**config.mk**
```make
export PLATFORM = sky130hd
export DESIGN_NAME = n_term_single2_regturn_flat
export DESIGN_NICKNAME = d
export VERILOG_FILES = /design/src/rtl/n_term_single2_regturn_if.sv /design/src/rtl/n_term_single2_regturn.sv /design/src/flat_wrapper.sv
export SDC_FILE = /design/constraint.sdc
export NUM_CORES = 1
export LEC_CHECK = 0
export ABC_CLOCK_PERIOD_IN_PS = 1600
export CAP_MARGIN = 20
export CORE_MARGIN = 2
export CORE_UTILIZATION = 37
export CTS_BUF_LIST = sky130_fd_sc_hd__clkbuf_8
export CTS_CLUSTER_DIAMETER = 50
export CTS_CLUSTER_SIZE = 8
export DETAILED_ROUTE_END_ITERATION = 10
export HOLD_SLACK_MARGIN = 0.05
export PLACE_DENSITY = 0.93
export SLEW_MARGIN = 20
export SYNTH_ARGS = -nofsm -noshare
export SYNTH_HDL_FRONTEND = slang
export SYNTH_SLANG_ARGS = --single-unit
```
**constraint.sdc**
```tcl
create_clock -name UserCLK -period 1.6 [get_ports UserCLK]
set_input_delay 0.32 -clock UserCLK [delete_from_list [all_inputs] [get_ports UserCLK]]
set_output_delay 0.32 -clock UserCLK [all_outputs]
set_load 0.1 [all_outputs]
```
**src/rtl/n_term_single2_regturn_if.sv**
```systemverilog
// Edge wire bundle for the single2 north terminator: northbound arrivals and
// the southbound wires they are turned back into.
interface n_term_single2_regturn_if;
    logic [3:0]  N1END;
    logic [7:0]  N2MID;
    logic [7:0]  N2END;
    logic [15:0] N4END;
    logic [3:0]  S1BEG;
    logic [7:0]  S2BEG;
    logic [7:0]  S2BEGb;
    logic [15:0] S4BEG;

    modport master (
        output N1END, N2MID, N2END, N4END,
        input  S1BEG, S2BEG, S2BEGb, S4BEG
    );

    modport slave (
        input  N1END, N2MID, N2END, N4END,
        output S1BEG, S2BEG, S2BEGb, S4BEG
    );
endinterface

```
**src/rtl/n_term_single2_regturn.sv**
```systemverilog
// North-edge single2 turnaround tile: per-group bypass/registered/low/hold modes
// loaded from a config frame. Define N_TERM_ACT_CNT_EN to build the activity counter.
module n_term_single2_regturn #(
    parameter int MaxFramesPerCol = 20,
    parameter int FrameBitsPerRow = 32,
    parameter int CFG_FRAME       = 0,
    parameter int CNT_W           = 16
) (
    input  logic                       UserCLK,
    input  logic                       resetn,
    n_term_single2_regturn_if.slave    wires,
    input  logic [FrameBitsPerRow-1:0] FrameData,
    input  logic [MaxFramesPerCol-1:0] FrameStrobe,
    input  logic                       ClrCount,
    output logic [CNT_W-1:0]           ActCount
);

    typedef enum logic [1:0] {
        MODE_BYPASS = 2'b00,
        MODE_REG    = 2'b01,
        MODE_LOW    = 2'b10,
        MODE_HOLD   = 2'b11
    } mode_e;

    logic [7:0]  mode_q, mode_d;
    logic [35:0] r_q, r_d;
    logic [35:0] in_cat;
    logic [35:0] out_cat;

    // Bit positions in the concatenation: group0 [3:0], 1 [11:4], 2 [19:12], 3 [35:20].
    function automatic int unsigned grp_of(input int unsigned i);
        if (i < 4)       return 0;
        else if (i < 12) return 1;
        else if (i < 20) return 2;
        else             return 3;
    endfunction

    assign in_cat = {wires.N4END, wires.N2END, wires.N2MID, wires.N1END};

    always_comb begin
        mode_d = mode_q;
        if (FrameStrobe[CFG_FRAME]) mode_d = FrameData[7:0];
    end

    always_comb begin
        mode_e m;
        r_d     = r_q;
        out_cat = '0;
        for (int unsigned i = 0; i < 36; i++) begin
            m = mode_e'(mode_q[2*grp_of(i) +: 2]);
            if (m != MODE_HOLD) r_d[i] = in_cat[i];
            case (m)
                MODE_BYPASS: out_cat[i] = in_cat[i];
                MODE_REG:    out_cat[i] = r_q[i];
                MODE_LOW:    out_cat[i] = 1'b0;
                MODE_HOLD:   out_cat[i] = r_q[i];
                default:     out_cat[i] = 1'b0;
            endcase
        end
    end

    assign wires.S1BEG  = out_cat[3:0];
    assign wires.S2BEG  = out_cat[11:4];
    assign wires.S2BEGb = out_cat[19:12];
    assign wires.S4BEG  = out_cat[35:20];

`ifdef N_TERM_ACT_CNT_EN
    logic [35:0]      p_q, p_d;
    logic [CNT_W-1:0] cnt_q, cnt_d;

    always_comb begin
        p_d   = in_cat;
        cnt_d = cnt_q;
        if (ClrCount)                              cnt_d = '0;
        else if (in_cat != p_q && cnt_q != '1)     cnt_d = cnt_q + 1'b1;
    end

    assign ActCount = cnt_q;
`else
    assign ActCount = '0;
`endif

    logic unused_cfg_bits;
`ifdef N_TERM_ACT_CNT_EN
    assign unused_cfg_bits = ^{FrameData[FrameBitsPerRow-1:8], FrameStrobe};
`else
    assign unused_cfg_bits = ^{FrameData[FrameBitsPerRow-1:8], FrameStrobe, ClrCount};
`endif

    always_ff @(posedge UserCLK or negedge resetn) begin
        if (!resetn) begin
            mode_q <= '0;
            r_q    <= '0;
`ifdef N_TERM_ACT_CNT_EN
            p_q    <= '0;
            cnt_q  <= '0;
`endif
        end else begin
            mode_q <= mode_d;
            r_q    <= r_d;
`ifdef N_TERM_ACT_CNT_EN
            p_q    <= p_d;
            cnt_q  <= cnt_d;
`endif
        end
    end

endmodule

```
**src/flat_wrapper.sv**
```systemverilog
// flat-port wrapper written by rule: the top's interface ports become plain ports
module n_term_single2_regturn_flat 
#(
    parameter int MaxFramesPerCol = 20,
    parameter int FrameBitsPerRow = 32,
    parameter int CFG_FRAME       = 0,
    parameter int CNT_W           = 16
)
  (UserCLK, resetn, FrameData, FrameStrobe, ClrCount, ActCount, wires_N1END, wires_N2MID, wires_N2END, wires_N4END, wires_S1BEG, wires_S2BEG, wires_S2BEGb, wires_S4BEG);
  n_term_single2_regturn_if wires_i ();
  input  logic UserCLK;
  input  logic resetn;
  input  logic [FrameBitsPerRow-1:0] FrameData;
  input  logic [MaxFramesPerCol-1:0] FrameStrobe;
  input  logic ClrCount;
  output logic [CNT_W-1:0] ActCount;
  input wire logic [$bits(wires_i.N1END)-1:0] wires_N1END;
  input wire logic [$bits(wires_i.N2MID)-1:0] wires_N2MID;
  input wire logic [$bits(wires_i.N2END)-1:0] wires_N2END;
  input wire logic [$bits(wires_i.N4END)-1:0] wires_N4END;
  output wire logic [$bits(wires_i.S1BEG)-1:0] wires_S1BEG;
  output wire logic [$bits(wires_i.S2BEG)-1:0] wires_S2BEG;
  output wire logic [$bits(wires_i.S2BEGb)-1:0] wires_S2BEGb;
  output wire logic [$bits(wires_i.S4BEG)-1:0] wires_S4BEG;
  assign wires_i.N1END = wires_N1END;
  assign wires_i.N2MID = wires_N2MID;
  assign wires_i.N2END = wires_N2END;
  assign wires_i.N4END = wires_N4END;
  assign wires_S1BEG = wires_i.S1BEG;
  assign wires_S2BEG = wires_i.S2BEG;
  assign wires_S2BEGb = wires_i.S2BEGb;
  assign wires_S4BEG = wires_i.S4BEG;
  n_term_single2_regturn #(.MaxFramesPerCol(MaxFramesPerCol), .FrameBitsPerRow(FrameBitsPerRow), .CFG_FRAME(CFG_FRAME), .CNT_W(CNT_W)) u_core (.UserCLK(UserCLK), .resetn(resetn), .wires(wires_i), .FrameData(FrameData), .FrameStrobe(FrameStrobe), .ClrCount(ClrCount), .ActCount(ActCount));
endmodule
```
Word level (Yosys, flattened, before mapping):

Cells that the tools add are included.

* bits in registers: 44
* bits of input ports: 91
* output and inout port bits: 52
* word-level logic and storage cells: 65

* equality and inequality tests: 16
* muxes and demuxes: 36
* reductions and logical operators: 8

Operators by type and width (count)
* $pmux 1 s3: 36
* $eq 2x2->1 const B: 8
* $eq 2x1->1 const B: 4
* $logic_not 2->1: 4
* $ne 2x2->1 const B: 4
* $reduce_or 2->1: 4

Longest topological paths before layout:

Gate-level depths: netlist of the first run.

* depth after elaboration: 3
* gate-level depth with buffers: 4
* gate-level depth less buffers: 2

Least setup slack after synthesis of the first run:

OpenSTA, ideal clock, no wires.

* path type: reg2out
* start: register u_core.mode_q[6]
* end: output wires_S4BEG[0]
* arrival: 1.658 ns
* required time: 1.280 ns
* setup slack: -0.378 ns
* cell stages (with the launch flop): 5
* buffers on the path: 2
* cells stage by stage: dfrtp_1 -> buf_4 -> nor2_2 -> buf_4 -> a22o_1

* cells in the longest elaborated chain, start to end: 3
* elaborated cells between the ends (all ways): 6
* classes of those cells: eq/ne (3); mux (1); reduce/logical (2)

Ends and longest elaborated chain
* start, declared: line n_term_single2_regturn.sv:25 `logic [7:0] mode_q, mode_d;`
* start signal, assigned: line n_term_single2_regturn.sv:99 `mode_q <= mode_d;`
* $eq 2x1->1 / $eq 2x2->1 (equally long branches): line n_term_single2_regturn.sv:52 `case (m)`
* $reduce_or 2->1 (no line)
* $pmux 1 s3 (*): line n_term_single2_regturn.sv:52
* end, declared: line flat_wrapper.sv:24 `output wire logic [$bits(wires_i.S4BEG)-1:0] wires_S4BEG;`

Every way passes the cells marked *; elsewhere a longest branch is shown, timed or not.

Worst setup path in the final report of the first run:

* start: register u_core.mode_q[6]
* end: output wires_S4BEG[3]

The elaborated chain is that of the path after synthesis.

==> impl_metrics.csv, run 1 <==
group,metric,value,unit
clock_tree,clock-sinks,44,
logic_synthesis,synth.most_common_cell,"dfrtp_1",
detailed_routing,first_iter_violations,27,
detailed_routing,ant_nets,0,
die,die_w,80.47,microns
layout,nets,341,
sta,setup_viol,36,
global_routing,grt_remaining_overflow,0,
die,top_level_ports,143,
status,violations,"negative setup slack",
status,outcome,"finished with violations",
clock_tree,clockBufferDepth,2,
logic_synthesis,seq_area_frac_synth,50.90,%
global_routing,antenna_found_initial,0,
power_and_ir_drop,irDropWorstVdd,0.7586,mV
setup_path,arrival,1.36,ns
clock_tree,htree_levels,2,
die,dieArea,6475,sq um
global_routing,grt_pass1_vias,1694,
global_routing,grt_first_pass_wirelength,8.079,mm
logic_synthesis,avgSynthCellArea,13.87,sq um
power_and_ir_drop,total_power,4.617,mW
logic_synthesis,yosysUniqueCellTypes,14,
detailed_routing,routed.top_layer,"met4",
logic_synthesis,synth_edf_count,0,
detailed_routing,first_pass_iters,3,
detailed_routing,vias,1572,
detailed_routing,via_per_inst,4.867,
global_routing,grt_use_total,16.12,%
clock_tree,cts_root_buf,"clkbuf_8",
layout,drive_above_1_share,46.22,%
sta,fmax,0.5957,GHz
clock_tree,numCtsBuffers,5,
detailed_routing,wl_per_cell,15.45,microns
power_and_ir_drop,power_density,1237,nW/um^2
setup_path,endpoint_kind,"output pin",
die,core,5574,sq um
placement,gp_congestion,0.7233,
logic_synthesis,yosysTopAreaCellShare,50.90,%
detailed_routing,drc,0,
die,start_util,38.81,%
logic_synthesis,syn_area,2163,sq um
logic_synthesis,ys.flop_type,"dfrtp_1",
logic_synthesis,yosys-top-cells-area,"dfrtp_1, a22o_1, mux2_2",
sta,finalHoldViolCount,0,
placement,hpwlAfterDp,3.846,mm
logic_synthesis,synthTopCellsByCount,"dfrtp_1, a22o_1, mux2_2",
global_routing,grt_max_degree,21,
setup_path,critical_path_class,"reg -> out",
detailed_routing,drt-met1-wl,1.884,mm
logic_synthesis,synth_cells,156,
clock_tree,cts.clk_slew.worst_paths,0.08,ns
logic_synthesis,synth-async-reset-ratio,100.0,%
power_and_ir_drop,leakage,1.644,nW
detailed_routing,dr_wl_met3,302,microns
sta,min_period,1.679,ns
detailed_routing,dr_wl_met2,2.769,mm
clock_tree,cts_tree,"built",
logic_synthesis,yosysWarnings,0,
run,maxCapViolations,0,
setup_path,crit_path_start_kind,"flop",
layout,nFillCells,411,
die,rows,27,
sta,holdWs,0.4593,ns
die,die_y,80.47,microns
placement,place_area,3486,sq um
sta,slew_violations,0,
logic_synthesis,yosysTopAreaCell,"dfrtp_1",
logic_synthesis,synth-seq-cells,44,
layout,final_area,3734,sq um
setup_path,critPathRequiredTime,1.28,ns
clock_tree,clk_latency,0.29,ns
setup_path,critical_path.max_fanout,12,
layout,diodes,0,
sta,fin_skew,0.003615,ns
sta,timing.final.crit_share,104.9,%
detailed_routing,routed_wl,4.991,mm
sta,fin_ws,-0.07857,ns
hold_path,hp-class,"in -> async",
layout,syn2layout_area_growth,72.59,%
placement,port_buffers,82,
sta,rsz0062_at_grt,"true",
-- cell type report --
type / instances / area, sq um / area share, %
Tap cell: 72 / 90.09 / 2.413
Multi-Input combinational cell: 104 / 1114 / 29.83
Timing Repair Buffer: 95 / 1314 / 35.19
Sequential cell: 44 / 1105 / 29.59
Clock inverter: 3 / 42.54 / 1.139
Clock buffer: 5 / 68.82 / 1.843
-- stage by stage --
step / setup WS, ns / setup TNS (ns) / util (%) / std cells
floorplan: -0.2597 / -4.328 / - / 171
global placement: 0.1091 / 0 / 62.54 / 310
detailed placement: 0.09986 / 0 / 62.54 / 310
CTS: -0.09486 / -1.764 / 65.57 / 321
global route: -0.1366 / -3.516 / 66.98 / 323
finish: -0.07857 / -1.422 / 66.98 / 323
-- cell families (layout without fill, tap and decap cells) --
group,Yosys count,in the layout,share of synthesized area [%]
DFF,44,44,50.90
muxes,44,44,24.64
other,1,16,0.1733
buffers and inverters,23,103,7.634
and+or+nand+nor,8,8,2.082
AOI/OAI and AO/OA,36,36,14.57
-- what timing repair did --
| item | CTS | global route |
|---|---|---|
| buffers inserted | 2 | 2 |
| endpoints found under the setup margin | 36 | 36 |
| hold buffers | 1 | 0 |
| hold endpoints to repair | 13 | 0 |
| gates resized for setup | 9 | 8 |
| pin swaps | 4 | 7 |
-- worst paths after layout --
| check | slack (ns) | endpoint | cells after the start | start |
|---|---|---|---|---|
| max in group asynchronous | 0.57 | u_core.r_q[6]$_DFFE_PN0P_ | 3 | resetn |
| setup reg to reg | 0.22 | u_core.r_q[10]$_DFFE_PN0P_ | 3 | u_core.mode_q[2]$_DFFE_PN0P_ |
| hold reg to reg | 0.49 | u_core.r_q[18]$_DFFE_PN0P_ | 1 | u_core.r_q[18]$_DFFE_PN0P_ |
| min in group UserCLK | 0.49 | u_core.r_q[18]$_DFFE_PN0P_ | 1 | u_core.r_q[18]$_DFFE_PN0P_ |
| setup / recovery | -0.08 | wires_S4BEG[3] | 4 | u_core.mode_q[6]$_DFFE_PN0P_ |
| hold / removal | 0.46 | u_core.r_q[28]$_DFFE_PN0P_ | 2 | resetn |
-- cell usage in the layout, fill, tap and decap left out --
master	count
a22o_2	5
conb_1	16
buf_4	9
mux2_2	21
a22o_1	16
clkbuf_8	5
bufinv_16	1
clkdlybuf4s50_1	45
nor2_4	4
buf_12	39
dfrtp_2	3
clkinv_2	1
clkinvlp_4	1
nand2_1	3
a22o_4	15
mux2_1	13
dlygate4sd3_1	1
buf_2	1
mux2_4	10
dfrtp_1	41
nand2_4	1
-- power breakdown --
group          leakage [nW]  total (mW)  switching (mW)  internal, mW
sequential            0.510        1.33          0.0910          1.24
combinational          1.08        2.46            1.51         0.951
clock                0.0541       0.832           0.370         0.462
-- flip-flops by register name, summed over array words and instances (netlist names) --
| name | cells |
|---|---|
| u_core.r_q | 36 |
| u_core.mode_q | 8 |
-- worst max-delay path, stage by stage, from the launching register on --
cell and delay, ns:
dfrtp_2 0.45, nor2_4 0.12, buf_12 0.15, a22o_2 0.17, buf_12 0.17
-- routing by layer --
layer	track usage, %	vias up
met1	19.34	772
li1	-	738
met5	0	-
met4	4.068	0
met2	29.08	57
met3	3.596	5
Note: power is estimated with default switching activity, not from simulation.
==> run 2, diff against run 1 <==
ABC_AREA = 1   (was unset)
CORE_MARGIN = unset   (was 2)
CORE_UTILIZATION = 39   (was 37)
PLACE_DENSITY = 0.94   (was 0.93)
==> run 2 against run 1 <==
  * The flow still finishes with violations (negative setup slack)
  * Synthesized cell count is 110% higher
  * Non-clock buffer count is 1 lower
  * Design area is 3.0% higher
  * Maximum frequency is 1.9% lower
  * Flip-flop and latch count stayed put
  * Die area is 0.87% lower
==> impl_metrics.csv, run 2 <==
group,metric,value,unit
status,outcome,"finished with violations",
status,violations,"negative setup slack",
setup_path,slowest_stage,"dfrtp_2",
hold_path,hp-class,"in -> async",
setup_path,slowest_delay,0.49,ns
logic_synthesis,yosysTopAreaCellShare,46.27,%
logic_synthesis,synth_edf_count,0,
setup_path,critical_path_class,"reg -> out",
layout,largest-register,"u_core.r_q",
logic_synthesis,synth_cells,325,
logic_synthesis,ys.flop_type,"dfrtp_1",
global_routing,grt_use_total,19.23,%
layout,mostFrequentLayoutCell,"nand2_1",
power_and_ir_drop,power_density,1160,nW/um^2
logic_synthesis,yosysWarnings,0,
logic_synthesis,seq_area_frac_synth,46.27,%
layout,syn2layout_area_growth,61.57,%
sta,setup_viol,32,
clock_tree,cts_tree,"built",
clock_tree,clk_latency,0.29,ns
clock_tree,cts.clk_slew.worst_paths,0.09,ns
layout,drive_above_1_share,27.49,%
layout,final_cell_mix,"nand2_1, nand2_2, clkdlybuf4s50_1, dfrtp_1, buf_12",
run,maxCapViolations,0,
sta,fin_ws,-0.1111,ns
logic_synthesis,syn_area,2380,sq um
logic_synthesis,yosysUniqueCellTypes,15,
global_routing,grt_remaining_overflow,0,
setup_path,critPathRequiredTime,1.28,ns
sta,slew_violations,0,
detailed_routing,drc,0,
logic_synthesis,yosys-top-cells-area,"dfrtp_1, nand2_1, nand3_1",
setup_path,crit_path_start_kind,"flop",
logic_synthesis,yosysTopAreaCell,"dfrtp_1",
detailed_routing,vias,2254,
layout,largest_register_ffs,36,
clock_tree,htree_levels,2,
die,top_level_ports,143,
layout,diodes,0,
sta,rsz0062_at_grt,"true",
sta,min_period,1.711,ns
die,die_w,80.12,microns
sta,holdWs,0.5032,ns
global_routing,grt_first_pass_wirelength,9.701,mm
clock_tree,clock-sinks,44,
setup_path,reg2reg_from,"u_core.mode_q[7]$_DFFE_PN0P_",
clock_tree,numCtsBuffers,5,
die,dieArea,6418,sq um
die,start_util,40.43,%
layout,nets,501,
detailed_routing,via_per_inst,4.638,
setup_path,reg2reg_slack,0.43,ns
die,rows,28,
detailed_routing,wl_per_cell,11.85,microns
logic_synthesis,synth-seq-cells,44,
global_routing,antenna_found_initial,0,
global_routing,grt_pass1_vias,2202,
clock_tree,clockBufferDepth,2,
power_and_ir_drop,irDropWorstVdd,0.5728,mV
setup_path,endpoint_kind,"output pin",
sta,fin_skew,0.01011,ns
logic_synthesis,synth.most_common_cell,"nand2_1",
setup_path,critical_path.max_fanout,8,
setup_path,worst_r2r_endpoint,"u_core.r_q[32]$_DFFE_PN0P_",
detailed_routing,first_iter_violations,76,
setup_path,arrival,1.39,ns
die,die_y,80.12,microns
layout,reg_top3,"u_core.r_q (36), u_core.mode_q (8)",
logic_synthesis,synth-async-reset-ratio,100.0,%
power_and_ir_drop,leakage,1.918,nW
detailed_routing,routed_wl,5.759,mm
detailed_routing,ant_nets,0,
detailed_routing,first_pass_iters,4,
setup_path,r2r_cells,4,
placement,gp_congestion,0.7119,
placement,port_buffers,82,
sta,fmax,0.5844,GHz
clock_tree,cts_root_buf,"clkbuf_8",
logic_synthesis,synthTopCellsByCount,"nand2_1, dfrtp_1, nand3_1",
setup_path,crit_chain,"nor2_4 > nand2_1 > nand2_2 > buf_12",
power_and_ir_drop,total_power,4.458,mW
placement,hpwlAfterDp,4.268,mm
logic_synthesis,avgSynthCellArea,7.322,sq um
sta,finalHoldViolCount,0,
die,core,5886,sq um
global_routing,grt_max_degree,27,
sta,timing.final.crit_share,106.9,%
## run 2: cell types whose count changed in the layout (fill, tap and decap cells not counted), sizes merged, moves of 2 or more
cell,change
clkbuf,+2
o21ai,+8
inv,+8
mux2,-44
a22o,-36
nand2,+188
nand3,+36
## run 2: kinds of logic (layout without fill, tap and decap cells)
kind of cell	Yosys count	after routing	synth area share, %
and+or+nand+nor	232	233	40.33
DFF	44	44	46.27
buffers and inverters	40	110	11.57
AOI/OAI and AO/OA	8	8	1.683
other	1	16	0.1576
## run 2: layer usage
layer | part of all wire (%) | routed length, microns | track usage, %
met5 | 0 | 0 | 0
met4 | 0.96 | 55 | 5.536
met3 | 3.8 | 218 | 2.727
met2 | 54 | 3118 | 35.47
met1 | 41 | 2366 | 23.08
## run 2: worst max-delay path, delay by kind of cell, from the launching register on
family,cells,cell delay (ns)
buf+inv,1,0.18
flops,1,0.49
simple gates,3,0.44
## run 2: what timing repair did
item                       in CTS  in global routing
setup buffers                   0                  2
hold endpoints to repair       18                  0
setup endpoints to repair      28                 36
pin swaps                       9                 11
cloned                          0                  1
hold buffers                    1                  0
resized for setup               4                 15
## run 2: power by group
| part | total, mW | switching (mW) | internal, mW |
|---|---|---|---|
| combinational | 2.23 | 1.50 | 0.733 |
| clock | 0.917 | 0.366 | 0.551 |
| sequential | 1.31 | 0.0838 | 1.22 |
## run 2: how the worst max path moves through the flow
stage | to | startpoint | cells after the start | slack (ns)
after detailed placement | wires_S4BEG[6] | wires_N4END[6] | 4 | 0.12
after global routing | wires_S4BEG[4] | u_core.mode_q[6]$_DFFE_PN0P_ | 4 | -0.16
after CTS | wires_S4BEG[6] | u_core.mode_q[6]$_DFFE_PN0P_ | 4 | -0.11
final | wires_S4BEG[3] | u_core.mode_q[6]$_DFFE_PN0P_ | 4 | -0.11
after floorplan | wires_S4BEG[0] | u_core.mode_q[6]$_DFFE_PN0P_ | 5 | 0.09
after global placement | wires_S2BEG[4] | wires_N2MID[4] | 4 | 0.14
## run 2: stage by stage
| stage | cell area (sq um) | utilization, % | std cells | setup TNS, ns | setup slack, ns |
|---|---|---|---|---|---|
| floorplan | 2526 | - | 340 | 0 | 0.08885 |
| CTS | 3776 | 64.16 | 483 | -1.545 | -0.1142 |
| global route | 3845 | 65.33 | 486 | -3.882 | -0.1599 |
| finish | 3845 | 65.33 | 486 | -1.863 | -0.1111 |
| detailed placement | 3631 | 61.69 | 474 | 0 | 0.1180 |
| global placement | 3631 | 61.69 | 474 | 0 | 0.1351 |
## run 2: cell type report
cell class	instances	area [sq um]
sequential	44	1105
multi-input combinational	257	1194
fill	465	2041
clock buffer	7	96.34
clock inverter	1	30.03
timing repair buffer	94	1296
tap	75	93.84
inverter	8	30.03
==> run 3, diff against run 2 <==
SLEW_MARGIN = 25   (was 20)
==> results of run 3 <==
No change in the layout: final DEF, timing and power equal those of run 2.
